**src/rtl/cpu_trace_parser_pkg.sv**
```systemverilog
// Shared encodings for the CPU trace parser: FSM states, ASCII tokens and record types.
package cpu_trace_parser_pkg;

    localparam int unsigned STATE_W = 4;

    typedef enum logic [STATE_W-1:0] {
        StIdle,
        StTime,
        StPc,
        StSp1,
        StGrf,
        StAddr,
        StSp2,
        StLt,
        StSp3,
        StData,
        StDoneR,
        StDoneM,
        StErr
    } state_e;

    localparam logic [7:0] CH_CARET  = 8'h5e;
    localparam logic [7:0] CH_AT     = 8'h40;
    localparam logic [7:0] CH_COLON  = 8'h3a;
    localparam logic [7:0] CH_DOLLAR = 8'h24;
    localparam logic [7:0] CH_STAR   = 8'h2a;
    localparam logic [7:0] CH_LT     = 8'h3c;
    localparam logic [7:0] CH_EQ     = 8'h3d;
    localparam logic [7:0] CH_HASH   = 8'h23;
    localparam logic [7:0] CH_SP     = 8'h20;

    localparam logic [1:0] FT_NONE = 2'd0;
    localparam logic [1:0] FT_REG  = 2'd1;
    localparam logic [1:0] FT_MEM  = 2'd2;

endpackage

```
**src/rtl/cpu_trace_parser_char_class.sv**
```systemverilog
// Combinational classifier for one trace character: decimal, lowercase hex, space, nibble value.
module cpu_trace_parser_char_class
    import cpu_trace_parser_pkg::*;
(
    input  logic [7:0] char,
    output logic       is_dec,
    output logic       is_hex,
    output logic       is_sp,
    output logic [3:0] nibble
);

    always_comb begin
        is_dec = (char >= 8'h30) && (char <= 8'h39);
        is_hex = is_dec || ((char >= 8'h61) && (char <= 8'h66));
        is_sp  = (char == CH_SP);
        nibble = 4'h0;
        if (is_dec) begin
            nibble = char[3:0];
        end else if (is_hex) begin
            // 'a'..'f' have low nibbles 1..6
            nibble = char[3:0] + 4'd9;
        end
    end

endmodule

```
**src/rtl/cpu_trace_parser.sv**
```systemverilog
// Streaming parser for CPU trace records; extracts fields, flags semantic errors, counts records.
module cpu_trace_parser
    import cpu_trace_parser_pkg::*;
#(
    parameter int unsigned              TIME_DIGITS  = 4,
    parameter int unsigned              GRF_DIGITS   = 4,
    parameter int unsigned              HEX_DIGITS   = 8,
    parameter int unsigned              TIME_STEP_LG = 1,
    parameter logic [4*HEX_DIGITS-1:0]  PC_MIN       = 32'h00003000,
    parameter logic [4*HEX_DIGITS-1:0]  PC_MAX       = 32'h00004fff,
    parameter logic [4*HEX_DIGITS-1:0]  ADDR_MAX     = 32'h00002fff,
    parameter int unsigned              CNT_W        = 16
) (
    input  logic                     clk,
    input  logic                     reset,
    input  logic [7:0]               char,
    output logic [1:0]               format_type,
    output logic [3:0]               error_code,
    output logic [4*TIME_DIGITS-1:0] f_time,
    output logic [4*HEX_DIGITS-1:0]  f_pc,
    output logic [4*HEX_DIGITS-1:0]  f_dest,
    output logic [4*HEX_DIGITS-1:0]  f_data,
    output logic [CNT_W-1:0]         rec_count
);

    localparam int unsigned TW = 4 * TIME_DIGITS;
    localparam int unsigned GW = 4 * GRF_DIGITS;
    localparam int unsigned HW = 4 * HEX_DIGITS;
    localparam int unsigned MAX_TG = (TIME_DIGITS > GRF_DIGITS) ? TIME_DIGITS : GRF_DIGITS;
    localparam int unsigned MAX_DIGITS = (MAX_TG > HEX_DIGITS) ? MAX_TG : HEX_DIGITS;
    localparam int unsigned DW = $clog2(MAX_DIGITS + 1);

    localparam logic [DW-1:0] TIME_N = DW'(TIME_DIGITS);
    localparam logic [DW-1:0] GRF_N  = DW'(GRF_DIGITS);
    localparam logic [DW-1:0] HEX_N  = DW'(HEX_DIGITS);
    localparam logic [TW-1:0] TEN_T  = TW'(10);
    localparam logic [GW-1:0] TEN_G  = GW'(10);
    localparam logic [TW-1:0] TIME_MASK = TW'((64'd1 << TIME_STEP_LG) - 64'd1);

    logic       is_dec, is_hex, is_sp;
    logic [3:0] nibble;

    cpu_trace_parser_char_class u_char_class (
        .char   (char),
        .is_dec (is_dec),
        .is_hex (is_hex),
        .is_sp  (is_sp),
        .nibble (nibble)
    );

    state_e            state_q, state_d;
    logic [DW-1:0]     cnt_q, cnt_d, cnt_inc;
    logic [TW-1:0]     time_q, time_d;
    logic [HW-1:0]     pc_q, pc_d;
    logic [GW-1:0]     grf_q, grf_d;
    logic [HW-1:0]     addr_q, addr_d;
    logic [HW-1:0]     data_q, data_d;
    logic              is_mem_q, is_mem_d;
    logic [1:0]        format_type_q, format_type_d;
    logic [3:0]        error_code_q, error_code_d;
    logic [TW-1:0]     f_time_q, f_time_d;
    logic [HW-1:0]     f_pc_q, f_pc_d;
    logic [HW-1:0]     f_dest_q, f_dest_d;
    logic [HW-1:0]     f_data_q, f_data_d;
    logic [CNT_W-1:0]  rec_count_q, rec_count_d;

    logic time_bad, pc_bad, addr_bad, grf_bad;

    assign cnt_inc  = cnt_q + 1'b1;
    assign time_bad = (time_q & TIME_MASK) != '0;
    assign pc_bad   = (pc_q < PC_MIN) || (pc_q > PC_MAX) || (pc_q[1:0] != 2'b00);
    assign addr_bad = (addr_q > ADDR_MAX) || (addr_q[1:0] != 2'b00);
    assign grf_bad  = grf_q > GW'(31);

    always_comb begin
        state_d       = state_q;
        cnt_d         = cnt_q;
        time_d        = time_q;
        pc_d          = pc_q;
        grf_d         = grf_q;
        addr_d        = addr_q;
        data_d        = data_q;
        is_mem_d      = is_mem_q;
        format_type_d = FT_NONE;
        error_code_d  = 4'b0000;
        f_time_d      = f_time_q;
        f_pc_d        = f_pc_q;
        f_dest_d      = f_dest_q;
        f_data_d      = f_data_q;
        rec_count_d   = rec_count_q;

        if (char == CH_CARET) begin
            // A caret always starts a fresh record, whatever came before.
            state_d  = StTime;
            cnt_d    = '0;
            time_d   = '0;
            pc_d     = '0;
            grf_d    = '0;
            addr_d   = '0;
            data_d   = '0;
            is_mem_d = 1'b0;
        end else begin
            unique case (state_q)
                StIdle, StErr: state_d = state_q;
                StDoneR, StDoneM: state_d = StIdle;
                StTime: begin
                    if (is_dec && (cnt_q < TIME_N)) begin
                        time_d = time_q * TEN_T + TW'(nibble);
                        cnt_d  = cnt_inc;
                    end else if ((char == CH_AT) && (cnt_q != '0)) begin
                        state_d = StPc;
                        cnt_d   = '0;
                    end else begin
                        state_d = StErr;
                    end
                end
                StPc: begin
                    if (is_hex && (cnt_q < HEX_N)) begin
                        pc_d  = {pc_q[HW-5:0], nibble};
                        cnt_d = cnt_inc;
                    end else if ((char == CH_COLON) && (cnt_q == HEX_N)) begin
                        state_d = StSp1;
                        cnt_d   = '0;
                    end else begin
                        state_d = StErr;
                    end
                end
                StSp1: begin
                    if (char == CH_DOLLAR) begin
                        state_d  = StGrf;
                        is_mem_d = 1'b0;
                    end else if (char == CH_STAR) begin
                        state_d  = StAddr;
                        is_mem_d = 1'b1;
                    end else if (!is_sp) begin
                        state_d = StErr;
                    end
                end
                StGrf: begin
                    if (is_dec && (cnt_q < GRF_N)) begin
                        grf_d = grf_q * TEN_G + GW'(nibble);
                        cnt_d = cnt_inc;
                    end else if (is_sp && (cnt_q != '0)) begin
                        state_d = StSp2;
                    end else if ((char == CH_LT) && (cnt_q != '0)) begin
                        state_d = StLt;
                    end else begin
                        state_d = StErr;
                    end
                end
                StAddr: begin
                    if (is_hex && (cnt_q < HEX_N)) begin
                        addr_d = {addr_q[HW-5:0], nibble};
                        cnt_d  = cnt_inc;
                    end else if (is_sp && (cnt_q == HEX_N)) begin
                        state_d = StSp2;
                    end else if ((char == CH_LT) && (cnt_q == HEX_N)) begin
                        state_d = StLt;
                    end else begin
                        state_d = StErr;
                    end
                end
                StSp2: begin
                    if (char == CH_LT) begin
                        state_d = StLt;
                    end else if (!is_sp) begin
                        state_d = StErr;
                    end
                end
                StLt: state_d = (char == CH_EQ) ? StSp3 : StErr;
                StSp3: begin
                    if (is_hex) begin
                        state_d = StData;
                        data_d  = HW'(nibble);
                        cnt_d   = DW'(1);
                    end else if (!is_sp) begin
                        state_d = StErr;
                    end
                end
                StData: begin
                    if (is_hex && (cnt_q < HEX_N)) begin
                        data_d = {data_q[HW-5:0], nibble};
                        cnt_d  = cnt_inc;
                    end else if ((char == CH_HASH) && (cnt_q == HEX_N)) begin
                        state_d       = is_mem_q ? StDoneM : StDoneR;
                        format_type_d = is_mem_q ? FT_MEM : FT_REG;
                        error_code_d  = {grf_bad && !is_mem_q, addr_bad && is_mem_q,
                                         pc_bad, time_bad};
                        f_time_d      = time_q;
                        f_pc_d        = pc_q;
                        f_dest_d      = is_mem_q ? addr_q : HW'(grf_q);
                        f_data_d      = data_q;
                        if (rec_count_q != '1) begin
                            rec_count_d = rec_count_q + 1'b1;
                        end
                    end else begin
                        state_d = StErr;
                    end
                end
                default: state_d = StErr;
            endcase
        end
    end

    always_ff @(posedge clk or posedge reset) begin
        if (reset) begin
            state_q       <= StIdle;
            cnt_q         <= '0;
            time_q        <= '0;
            pc_q          <= '0;
            grf_q         <= '0;
            addr_q        <= '0;
            data_q        <= '0;
            is_mem_q      <= 1'b0;
            format_type_q <= FT_NONE;
            error_code_q  <= 4'b0000;
            f_time_q      <= '0;
            f_pc_q        <= '0;
            f_dest_q      <= '0;
            f_data_q      <= '0;
            rec_count_q   <= '0;
        end else begin
            state_q       <= state_d;
            cnt_q         <= cnt_d;
            time_q        <= time_d;
            pc_q          <= pc_d;
            grf_q         <= grf_d;
            addr_q        <= addr_d;
            data_q        <= data_d;
            is_mem_q      <= is_mem_d;
            format_type_q <= format_type_d;
            error_code_q  <= error_code_d;
            f_time_q      <= f_time_d;
            f_pc_q        <= f_pc_d;
            f_dest_q      <= f_dest_d;
            f_data_q      <= f_data_d;
            rec_count_q   <= rec_count_d;
        end
    end

    assign format_type = format_type_q;
    assign error_code  = error_code_q;
    assign f_time      = f_time_q;
    assign f_pc        = f_pc_q;
    assign f_dest      = f_dest_q;
    assign f_data      = f_data_q;
    assign rec_count   = rec_count_q;

endmodule

```
**config.mk**
```make
export PLATFORM = sky130hd
export DESIGN_NAME = cpu_trace_parser
export DESIGN_NICKNAME = d
export VERILOG_FILES = /design/src/rtl/cpu_trace_parser_pkg.sv /design/src/rtl/cpu_trace_parser_char_class.sv /design/src/rtl/cpu_trace_parser.sv
export SDC_FILE = /design/constraint.sdc
export NUM_CORES = 1
export LEC_CHECK = 0
export BUFFER_PORTS_ARGS = -buffer_cell sky130_fd_sc_hd__buf_4
export CAP_MARGIN = 20
export CORE_AREA = 2 2 178 180
export DETAILED_ROUTE_END_ITERATION = 6
export DIE_AREA = 0 0 180 182
export GPL_TIMING_DRIVEN = 0
export PLACE_DENSITY = 0.65
export SYNTH_ARGS = -nofsm -noshare
export SYNTH_HDL_FRONTEND = slang
export SYNTH_HIERARCHICAL = 1
export SYNTH_SLANG_ARGS = --single-unit
export TNS_END_PERCENT = 1
```
**constraint.sdc**
```tcl
create_clock -name clk -period 7.7 [get_ports clk]
set_input_delay 0.77 -clock clk [delete_from_list [all_inputs] [get_ports clk]]
set_output_delay 0.77 -clock clk [all_outputs]
set_load 0.03 [all_outputs]
```
==> results.sh, run 1 <==
export IMPL_status="completed"
export IMPL_ys_seq_elements=271
export IMPL_post_cts_buffers=0
export IMPL_start_kind="input pin"
export IMPL_via_per_inst=5.36
export IMPL_antenna_cells=0
export IMPL_placed_area_um2=15400
export IMPL_synth_top_cell_by_area="dfrtp_1"
export IMPL_final_common_cell="nand2_1"
export IMPL_rsz0062_at_grt="false"
export IMPL_die_area_um2=32800
export IMPL_cts_resized=0
export IMPL_grt_pass1_vias=11000
export IMPL_power_density_nw_per_um2=219
export IMPL_syn_num_nets=1538
export IMPL_nets=1720
export IMPL_worstReg2RegStart="time_q[1]"
export IMPL_clkLatencyLatePin_ps=540
export IMPL_synthTopCellsByArea="dfrtp_1 (50%), nand2_1 (11%), ha_1 (5.4%), mux2i_1 (4.1%), a21oi_1 (3.5%)"
export IMPL_ys_async_sr_fraction_pct=100
export IMPL_cts_clk_slew_worst_paths_ps=70
export IMPL_synth_edf_count=0
export IMPL_r2r_end="time_q[12]"
export IMPL_grt_busiest_layer="met2"
export IMPL_clock_path_buffers=3
export IMPL_netlist_cell_type_count=76
export IMPL_reg2reg_slack_ps=4120
export IMPL_coreArea_um2=31000
export IMPL_stdcell_area_um2=16500
export IMPL_yosysSeqAreaShare_pct=49.7
export IMPL_tritoncts="done"
export IMPL_worstSetupStartpoint="char[1]"
export IMPL_grt_start_max_net_pins=42
export IMPL_seqPwrFrac_pct=41.2
export IMPL_p_sw_mw=0.918
export IMPL_hold_class="in2async"
export IMPL_drv_cap=0
export IMPL_crit_required_ps=8140
export IMPL_criticalPathCategory="in2reg"
export IMPL_dp_hpwl_mm=26.0
export IMPL_crit_path_end_kind="flop"
export IMPL_cts_hold_buffers=0
export IMPL_fmax_mhz=240
export IMPL_met2_usage_pct=35.3
export IMPL_clock_power_share_pct=45.3
export IMPL_report_final_setup_viol=0
export IMPL_relSlewSlack_pct=38.6
export IMPL_period_share_pct=54.1
export IMPL_die_h_um=182
export IMPL_cts_inserted_buffers=29
export IMPL_crit_fanout=13
export IMPL_fin_skew_ps=10.1
export IMPL_rows=65
export IMPL_fin_hold_ws_ps=431
export IMPL_ant_nets=0
export IMPL_pwr_share_comb_pct=13.5
export IMPL_worst_r2r_cell_count=11
export IMPL_sw_frac_of_total_pct=25.3
export IMPL_slew_violations=0
export IMPL_tns_ps=0
export IMPL_clockRootBuffer="clkbuf_16"
export IMPL_mostFrequentLayoutCells="nand2_1 (388), dfrtp_1 (271), buf_4 (143)"
export IMPL_nFillCells=2804
export IMPL_p_int_mw=2.71
export IMPL_synth_area_um2=13600
export IMPL_worstMarginPinSlew_ps=919
export IMPL_finalWirelength_mm=35.4
export IMPL_leakagePower_nw=8.68
export IMPL_grt_antenna_before_repair=0
export IMPL_vias=11100
export IMPL_timing_final_crit_period_ps=4170
export IMPL_grt_usage_pct=21.7
export IMPL_avgSynthCellArea_um2=9.32
export IMPL_netlist_instances=1465
export IMPL_use_met3_pct=3.05
export IMPL_start_util_pct=44.0
export IMPL_syn_to_final_growth_pct=21.1
export IMPL_hold_violations=0
export IMPL_firstDrtPassIters=5
export IMPL_wl_per_cell_um=17.1
export IMPL_endpoint="grf_q[15]"
export IMPL_synth_top_cell_area_share_pct=49.7
export IMPL_portBuffers=143
export IMPL_place_congestion=0.895
export IMPL_ioPinCount=144
export IMPL_ys_warn_count=6
export IMPL_drive_gt1_share_pct=13.2
export IMPL_grt_pass1_wl_mm=58.8
export IMPL_grtUsageMet1_pct=31.5
export IMPL_drc_errors=0
export IMPL_h_tree_depth=1
export IMPL_crit_arrival_ps=4610
export IMPL_clock_sinks=271
export IMPL_die_w_um=180
export IMPL_ys_flop_type="dfrtp_1"
export IMPL_overflow=0
export IMPL_vdd_drop_max_uv=175
export IMPL_drt_iter0_markers=720
==> area by class of cell <==
class                      count  area, µm²  share of cell area [%]
buffer                        74        280                    1.70
timing repair buffer         151       1230                    7.42
multi-input combinational   1094       6490                    39.2
clock inverter                14        307                    1.85
sequential                   271       6780                    41.0
clock buffer                  39        843                    5.10
inverter                      26        101                   0.613
tap                          402        503                    3.04
==> power by group through the flow <==
stage	clock, mW	combinational (mW)	sequential (mW)
2_1_floorplan	0	0.370	1.51
3_3_place_gp	0	0.469	1.52
3_5_place_dp	0	0.483	1.52
4_1_cts	1.66	0.486	1.49
5_1_grt	1.73	0.544	1.50
6_report	1.64	0.489	1.50
==> critical path, cell delays in order <==
cell	delay (ps)
buf_4	160
inv_1	110
ha_1	210
o21bai_4	90
a2111oi_4	580
a22o_1	510
ha_1	260
inv_1	60
fa_1	370
nor2b_1	170
o21ai_0	160
nor2_1	280
nand3_1	130
a211oi_2	230
nand3_1	120
xnor2_1	160
a211oi_1	230
==> state kept, by name, indices dropped and copies added, names as in the netlist, 2 cells and up <==
name and cells:
addr_q 32, cnt_q 4, data_q 32, error_code 4
f_data 32, f_dest 32, f_pc 32, f_time 16
format_type 2, grf_q 16, pc_q 32, rec_count 16
state_q 4, time_q 16
==> worst min-delay path by stage <==
stage                       to  cells past startpoint  slack, ps
CTS                  f_dest[8]                      2        460
floorplan           f_data[28]                      2        450
global placement    f_data[14]                      2        450
global route          f_pc[16]                      2        490
detailed placement   f_time[9]                      2        460
finish               f_dest[8]                      2        430
==> through the flow <==
| stage | util, % | power, mW | std cells | setup WS [ps] |
|---|---|---|---|---|
| 6_report | 53.3 | 3.63 | 2071 | 3530 |
| 5_1_grt | 53.3 | 3.77 | 2071 | 3150 |
| 4_1_cts | 53.3 | 3.64 | 2071 | 3530 |
| 3_5_place_dp | 49.6 | 2.00 | 2018 | 2980 |
| 3_3_place_gp | 49.1 | 1.99 | 2010 | 1710 |
| 2_1_floorplan | - | 1.88 | 1465 | 3350 |
==> Yosys cell counts (4+ instances only) <==
library cell,n
o21a_1,4
fa_1,4
a22o_1,30
nor4_1,12
nand3_1,39
xor2_1,13
nor2_1,126
and4_1,7
ha_1,59
dfrtp_1,271
o21ai_0,18
o21ai_1,6
a21o_1,11
nor2b_1,12
nor3b_1,7
a21oi_1,95
a211oi_1,15
nor3_1,23
or3_1,4
nand2b_1,12
mux2i_1,56
a31oi_1,4
nand4_1,15
o22ai_1,4
xnor2_1,42
clkbuf_1,69
and3_1,5
o211ai_1,4
or3b_1,5
nand2_1,388
inv_1,25
==> per-layer routing <==
layer	vias to the layer above	wire length, µm
li1	5414	-
met1	5444	17000
met2	222	16400
met3	30	1580
met4	0	401
met5	-	0
==> kinds of logic (layout without fill, tap and decap cells) <==
logic type | count (synthesis) | in the layout | share of synthesized area [%]
muxes | 58 | 58 | 4.27
adders and majority gates | 63 | 63 | 6.00
and+or+nand+nor | 678 | 678 | 21.7
DFF | 271 | 271 | 49.7
AOI/OAI and AO/OA | 240 | 240 | 12.0
xor gates and xnor gates | 55 | 55 | 3.53
buffers and inverters | 100 | 304 | 2.77
Power figures use the tool's default switching activity.
==> run 2: changes to the inputs <==
==> constraint.sdc (replaced) <==
create_clock -name clk -period 3.47 [get_ports clk]
set_input_delay 0.347 -clock clk [delete_from_list [all_inputs] [get_ports clk]]
set_output_delay 0.347 -clock clk [all_outputs]
set_load 0.03 [all_outputs]
==> run 2 against run 1 <==
Against the previous run:
- sequential power is 120% higher
- worst hold slack lost 420 ps
- worst setup slack worse by 3500 ps
- final area increased by 0.49%
==> results.sh, run 2 (synthesis results as in run 1) <==
export IMPL_worstMarginPinSlew_ps=920
export IMPL_vdd_drop_max_uv=389
export IMPL_cts_clk_slew_worst_paths_ps=70
export IMPL_place_congestion=0.895
export IMPL_overflow=0
export IMPL_cts_hold_buffers=0
export IMPL_path_depth=11
export IMPL_grt_antenna_before_repair=0
export IMPL_crit_family="compound AO/OA/AOI/OAI gates"
export IMPL_hold_class="in2async"
export IMPL_status="completed"
export IMPL_mostFrequentLayoutCells="nand2_1 (388), dfrtp_1 (271), buf_4 (144)"
export IMPL_final_cell_count_no_fill=2072
export IMPL_fmax_mhz=292
export IMPL_drt_iter0_markers=716
export IMPL_report_final_setup_viol=0
export IMPL_period_share_pct=98.6
export IMPL_grt_pass1_wl_mm=59.0
export IMPL_relSlewSlack_pct=38.6
export IMPL_rows=65
export IMPL_rsz0062_at_grt="true"
export IMPL_leakagePower_nw=8.69
export IMPL_timing_final_crit_period_ps=3420
export IMPL_crit_path_end_kind="flop"
export IMPL_grt_start_max_net_pins=42
export IMPL_clockRootBuffer="clkbuf_16"
export IMPL_die_area_um2=32800
export IMPL_firstDrtPassIters=5
export IMPL_cp_slowest_stage_delay_ps=440
export IMPL_crit_buf_inv=0
export IMPL_portBuffers=143
export IMPL_hold_violations=0
export IMPL_clock_sinks=271
export IMPL_power_density_nw_per_um2=485
export IMPL_ant_nets=0
export IMPL_vias=11200
export IMPL_h_tree_depth=1
export IMPL_grt_pass1_vias=11000
export IMPL_crit_chain="ha_1 -> ha_1 -> fa_1 -> a21o_1 -> a221oi_4 -> xnor2_1 -> a22oi_1 -> a211oi_2 -> nand3_1 -> xnor2_1 -> a211oi_1"
export IMPL_grt_usage_pct=21.7
export IMPL_cpMaxStageDelayCell="dfrtp_1"
export IMPL_nets=1721
export IMPL_tritoncts="done"
export IMPL_crit_arrival_ps=3870
export IMPL_dp_hpwl_mm=26.0
export IMPL_tns_ps=0
export IMPL_finalWirelength_mm=35.6
export IMPL_criticalPathCategory="reg2reg"
export IMPL_crit_required_ps=3910
export IMPL_setup_slack_ps=48.1
export IMPL_start_util_pct=44.0
export IMPL_syn_to_final_growth_pct=21.7
export IMPL_die_w_um=180
export IMPL_clock_path_buffers=3
export IMPL_clkLatencyLatePin_ps=530
export IMPL_ioPinCount=144
export IMPL_wl_per_cell_um=17.2
export IMPL_via_per_inst=5.39
export IMPL_fin_hold_ws_ps=9.43
export IMPL_cts_inserted_buffers=29
export IMPL_dp_slack_ps=-829
export IMPL_fin_skew_ps=9.82
export IMPL_die_h_um=182
export IMPL_drv_cap=0
export IMPL_place_inst=2018
export IMPL_antenna_cells=0
export IMPL_drc_errors=0
export IMPL_final_common_cell="nand2_1"
export IMPL_slew_violations=0
export IMPL_coreArea_um2=31000
export IMPL_worst_r2r_cell_count=11
export IMPL_drive_gt1_share_pct=14.1
export IMPL_crit_fanout=5
export IMPL_start_kind="flop"
## run 2: cell count changes in the layout (fill, tap and decap cells not counted), sizes merged
cell  change
buf       +1
## run 2: layout make-up
type,instances,area (µm²)
well taps,402,503
plain buffers,74,282
fillers,2801,14400
multi-input cells,1094,6560
repair buffers,152,1230
flip-flops and latches,271,6780
inverters,26,101
clock buffers,39,843
clock inverters,14,307
## run 2: power by group
group / internal, mW / total, mW / switching, mW
clock: 2.37 / 3.65 / 1.28
combinational: 0.407 / 1.09 / 0.683
sequential: 3.24 / 3.32 / 0.0808
## run 2: final timing paths
check,start,end,slack [ps]
setup / recovery,grf_q[1],grf_q[15],50
setup reg to reg,grf_q[1],grf_q[15],50
hold / removal,reset,f_dest[8],9
max in group asynchronous,reset,f_time[7],2080
min in group clk,char[3],is_mem_q,250
hold reg to reg,f_pc[16],f_pc[16],470
## run 2: stage by stage
step           cell area [µm²]  power (mW)  util [%]
5_1_grt                  16600        8.37      53.6
4_1_cts                  16600        8.08      53.5
6_report                 16600        8.06      53.6
3_3_place_gp             15200        4.42      49.1
2_1_floorplan            13700        4.17         -
3_5_place_dp             15400        4.45      49.6
## run 2: what timing repair did
item	in CTS	in global routing
endpoints found under the setup margin	7	52
gates resized for setup	7	10
setup buffers	1	0
pin swaps	1	1
## run 2: routing by layer
layer / vias to the layer above / track usage, % / share of wire (%)
met5: - / 0 / 0
met1: 5453 / 31.5 / 48
met3: 36 / 3.05 / 4.8
li1: 5414 / - / -
met4: 0 / 3.58 / 1.2
met2: 257 / 35.4 / 46
==> run 3: changes to the inputs <==
--- a/config.mk
+++ b/config.mk
@@ -5,13 +5,14 @@
 export SDC_FILE = /design/constraint.sdc
 export NUM_CORES = 1
 export LEC_CHECK = 0
+export ABC_AREA = 1
 export BUFFER_PORTS_ARGS = -buffer_cell sky130_fd_sc_hd__buf_4
 export CAP_MARGIN = 20
-export CORE_AREA = 2 2 178 180
+export CORE_AREA = 2 2 173 175
 export DETAILED_ROUTE_END_ITERATION = 6
-export DIE_AREA = 0 0 180 182
+export DIE_AREA = 0 0 175 177
 export GPL_TIMING_DRIVEN = 0
-export PLACE_DENSITY = 0.65
+export PLACE_DENSITY = 0.74
 export SYNTH_ARGS = -nofsm -noshare
 export SYNTH_HDL_FRONTEND = slang
 export SYNTH_HIERARCHICAL = 1
==> run 3 against run 2 <==
Against the previous run:
- the run now ends with hold timing left
- maximum frequency grew 6.6%
- combinational power rose to 5.3 times the previous value
- die area down 5.4%
- worst setup slack improved by 210 ps
- clock skew rose by 5.3 ps
- utilization increased by 3.7 points
- non-clock buffer count is 24 lower
- clock-buffer cell count increased by 1
- sequential power increased by 18%
- synthesized cell count grew 14%
- clock power fell by 15%
- power up 59%
- largest cell class unchanged
- largest power group is now combinational cells
==> results.sh, run 3 <==
export IMPL_vdd_drop_max_uv=581
export IMPL_setup_slack_ps=261
export IMPL_synthTopCellsByArea="dfrtp_1 (48%), nand2_1 (11%), inv_1 (6.3%), o21ai_0 (5.8%), ha_1 (5.2%)"
export IMPL_drc_errors=0
export IMPL_grt_usage_pct=23.1
export IMPL_power_total_mw=12.8
export IMPL_nets=1929
export IMPL_rows=63
export IMPL_dp_hpwl_mm=26.8
export IMPL_rsz0062_at_grt="false"
export IMPL_hold_violations=13
export IMPL_slew_violations=0
export IMPL_post_cts_buffers=0
export IMPL_leakagePower_nw=8.60
export IMPL_clock_path_buffers=3
export IMPL_avgSynthCellArea_um2=8.41
export IMPL_dp_slack_ps=-343
export IMPL_multiInputGateArea_um2=6020
export IMPL_cts_clk_slew_worst_paths_ps=60
export IMPL_grt_antenna_before_repair=0
export IMPL_ys_async_sr_fraction_pct=100
export IMPL_drive_gt1_share_pct=16.6
export IMPL_cpMaxStageDelayCell="o21ai_0"
export IMPL_synth_top_cell_by_area="dfrtp_1"
export IMPL_cts_inserted_buffers=28
export IMPL_cpMostUsedCell="nand2_1"
export IMPL_tritoncts="done"
export IMPL_synthTopCellsByCount="nand2_1 (413), dfrtp_1 (271), inv_1 (238)"
export IMPL_overflow=0
export IMPL_syn_num_nets=1748
export IMPL_grt_pass1_wl_mm=58.8
export IMPL_criticalPathCategory="in2reg"
export IMPL_crit_buf_inv=4
export IMPL_synth_most_common_cell="nand2_1"
export IMPL_drv_cap=0
export IMPL_clkLatencyLatePin_ps=560
export IMPL_vias=11900
export IMPL_cp_slowest_stage_delay_ps=890
export IMPL_crit_family="compound AO/OA/AOI/OAI gates"
export IMPL_hold_class="in2async"
export IMPL_grt_start_max_net_pins=41
export IMPL_die_w_um=175
export IMPL_final_common_cell="nand2_1"
export IMPL_ys_flop_type="dfrtp_1"
export IMPL_crit_chain="buf_4 -> inv_1 -> ha_1 -> inv_1 -> o21ai_1 -> nand2_2 -> o21ai_0 -> ha_1 -> a21o_1 -> nand2_1 -> nand2_1 -> inv_1 -> nor2_1 -> nand3b_1 -> nor2_1 -> nand3_1 -> nand2_1 -> nand2_1 -> nand2_1 -> nand2_1"
export IMPL_timing_final_crit_period_ps=3210
export IMPL_fin_hold_ws_ps=-6.25
export IMPL_ant_nets=0
export IMPL_period_share_pct=92.5
export IMPL_syn_to_final_growth_pct=19.0
export IMPL_h_tree_depth=1
export IMPL_finalWirelength_mm=35.3
export IMPL_antenna_cells=0
export IMPL_netlist_instances=1675
export IMPL_crit_fanout=7
export IMPL_synth_edf_count=0
export IMPL_relSlewSlack_pct=23.6
export IMPL_nFillCells=2590
export IMPL_ys_warn_count=6
export IMPL_start_util_pct=48.2
export IMPL_firstDrtPassIters=5
export IMPL_wl_per_cell_um=15.6
export IMPL_place_congestion=0.914
export IMPL_die_area_um2=31000
export IMPL_drt_iter0_markers=803
export IMPL_yosysSeqAreaShare_pct=48.1
export IMPL_violations="hold timing"
export IMPL_coreArea_um2=29200
export IMPL_mostFrequentLayoutCells="nand2_1 (413), dfrtp_1 (271), inv_1 (237)"
export IMPL_synth_area_um2=14100
export IMPL_report_final_setup_viol=0
export IMPL_seq_area_um2=6780
export IMPL_die_h_um=177
export IMPL_crit_path_end_kind="flop"
export IMPL_start_kind="input pin"
export IMPL_fmax_mhz=312
export IMPL_fin_skew_ps=15.1
export IMPL_netlist_cell_type_count=54
export IMPL_ys_seq_elements=271
export IMPL_worstMarginPinSlew_ps=1130
export IMPL_ioPinCount=144
export IMPL_power_density_nw_per_um2=762
export IMPL_clockRootBuffer="clkbuf_16"
export IMPL_fin_util_pct=57.3
export IMPL_via_per_inst=5.25
export IMPL_portBuffers=143
export IMPL_crit_required_ps=3910
export IMPL_crit_arrival_ps=3650
export IMPL_grt_pass1_vias=11800
export IMPL_clock_sinks=271
export IMPL_status="complete, but fails checks"
export IMPL_synth_top_cell_area_share_pct=48.1
==> run 3: repair_timing <==
action	4_1_cts	5_1_grt
setup endpoints to repair	0	5
endpoints found under the hold margin	0	0
hold buffers	0	0
resized for setup	0	1
==> run 3: path summary, 6_finish.rpt <==
| kind | slack, ps | from | cells after the start | endpoint |
|---|---|---|---|---|
| hold / removal | -6 | reset | 2 | f_data[5] |
| max in group asynchronous | 2530 | reset | 4 | grf_q[14] |
| setup / recovery | 260 | char[0] | 20 | time_q[14] |
| setup reg to reg | 580 | time_q[1] | 16 | time_q[14] |
| min in group clk | 230 | char[2] | 4 | is_mem_q |
| hold reg to reg | 470 | f_data[0] | 2 | f_data[0] |
==> run 3: area by class of cell <==
type / instances / share of cell area, %
Clock inverter: 11 / 0.851
Clock buffer: 40 / 4.93
Inverter: 253 / 5.71
Tap cell: 390 / 2.91
Multi-Input combinational cell: 1100 / 35.9
Timing Repair Buffer: 151 / 7.27
Buffer: 51 / 1.96
Sequential cell: 271 / 40.4
==> run 3: per-layer routing <==
metal | part of all wire [%] | routed length, µm | GRT usage, % | vias to the layer above
met5 | 0 | 0 | 0 | -
met4 | 2.8 | 995 | 6.53 | 0
met3 | 4.5 | 1590 | 2.17 | 60
met2 | 48 | 17000 | 39.3 | 300
met1 | 45 | 15800 | 31.7 | 5705
li1 | - | - | - | 5842
==> run 3: cells by family after synthesis <==
family,after synthesis,synth area share [%]
AOI/OAI and AO/OA,300,12.4
xor gates and xnor gates,27,1.73
DFF,271,48.1
buffers and inverters,304,9.10
and+or+nand+nor,710,22.8
adders and majority gates,63,5.81
==> run 3: power breakdown <==
group | total (mW) | switching (mW) | internal (mW)
registers | 3.91 | 0.326 | 3.59
clock network | 3.09 | 1.28 | 1.81
logic | 5.77 | 3.79 | 1.99
total | 12.8 | 5.39 | 7.39
==> run 3: stage by stage <==
stage	setup TNS, ps	area (µm²)	instances
finish	0	16800	2267
CTS	0	16800	2267
detailed placement	-2000	15800	2216
floorplan	-124230	14100	1675
global placement	-536240	15700	2208
global route	0	16800	2267
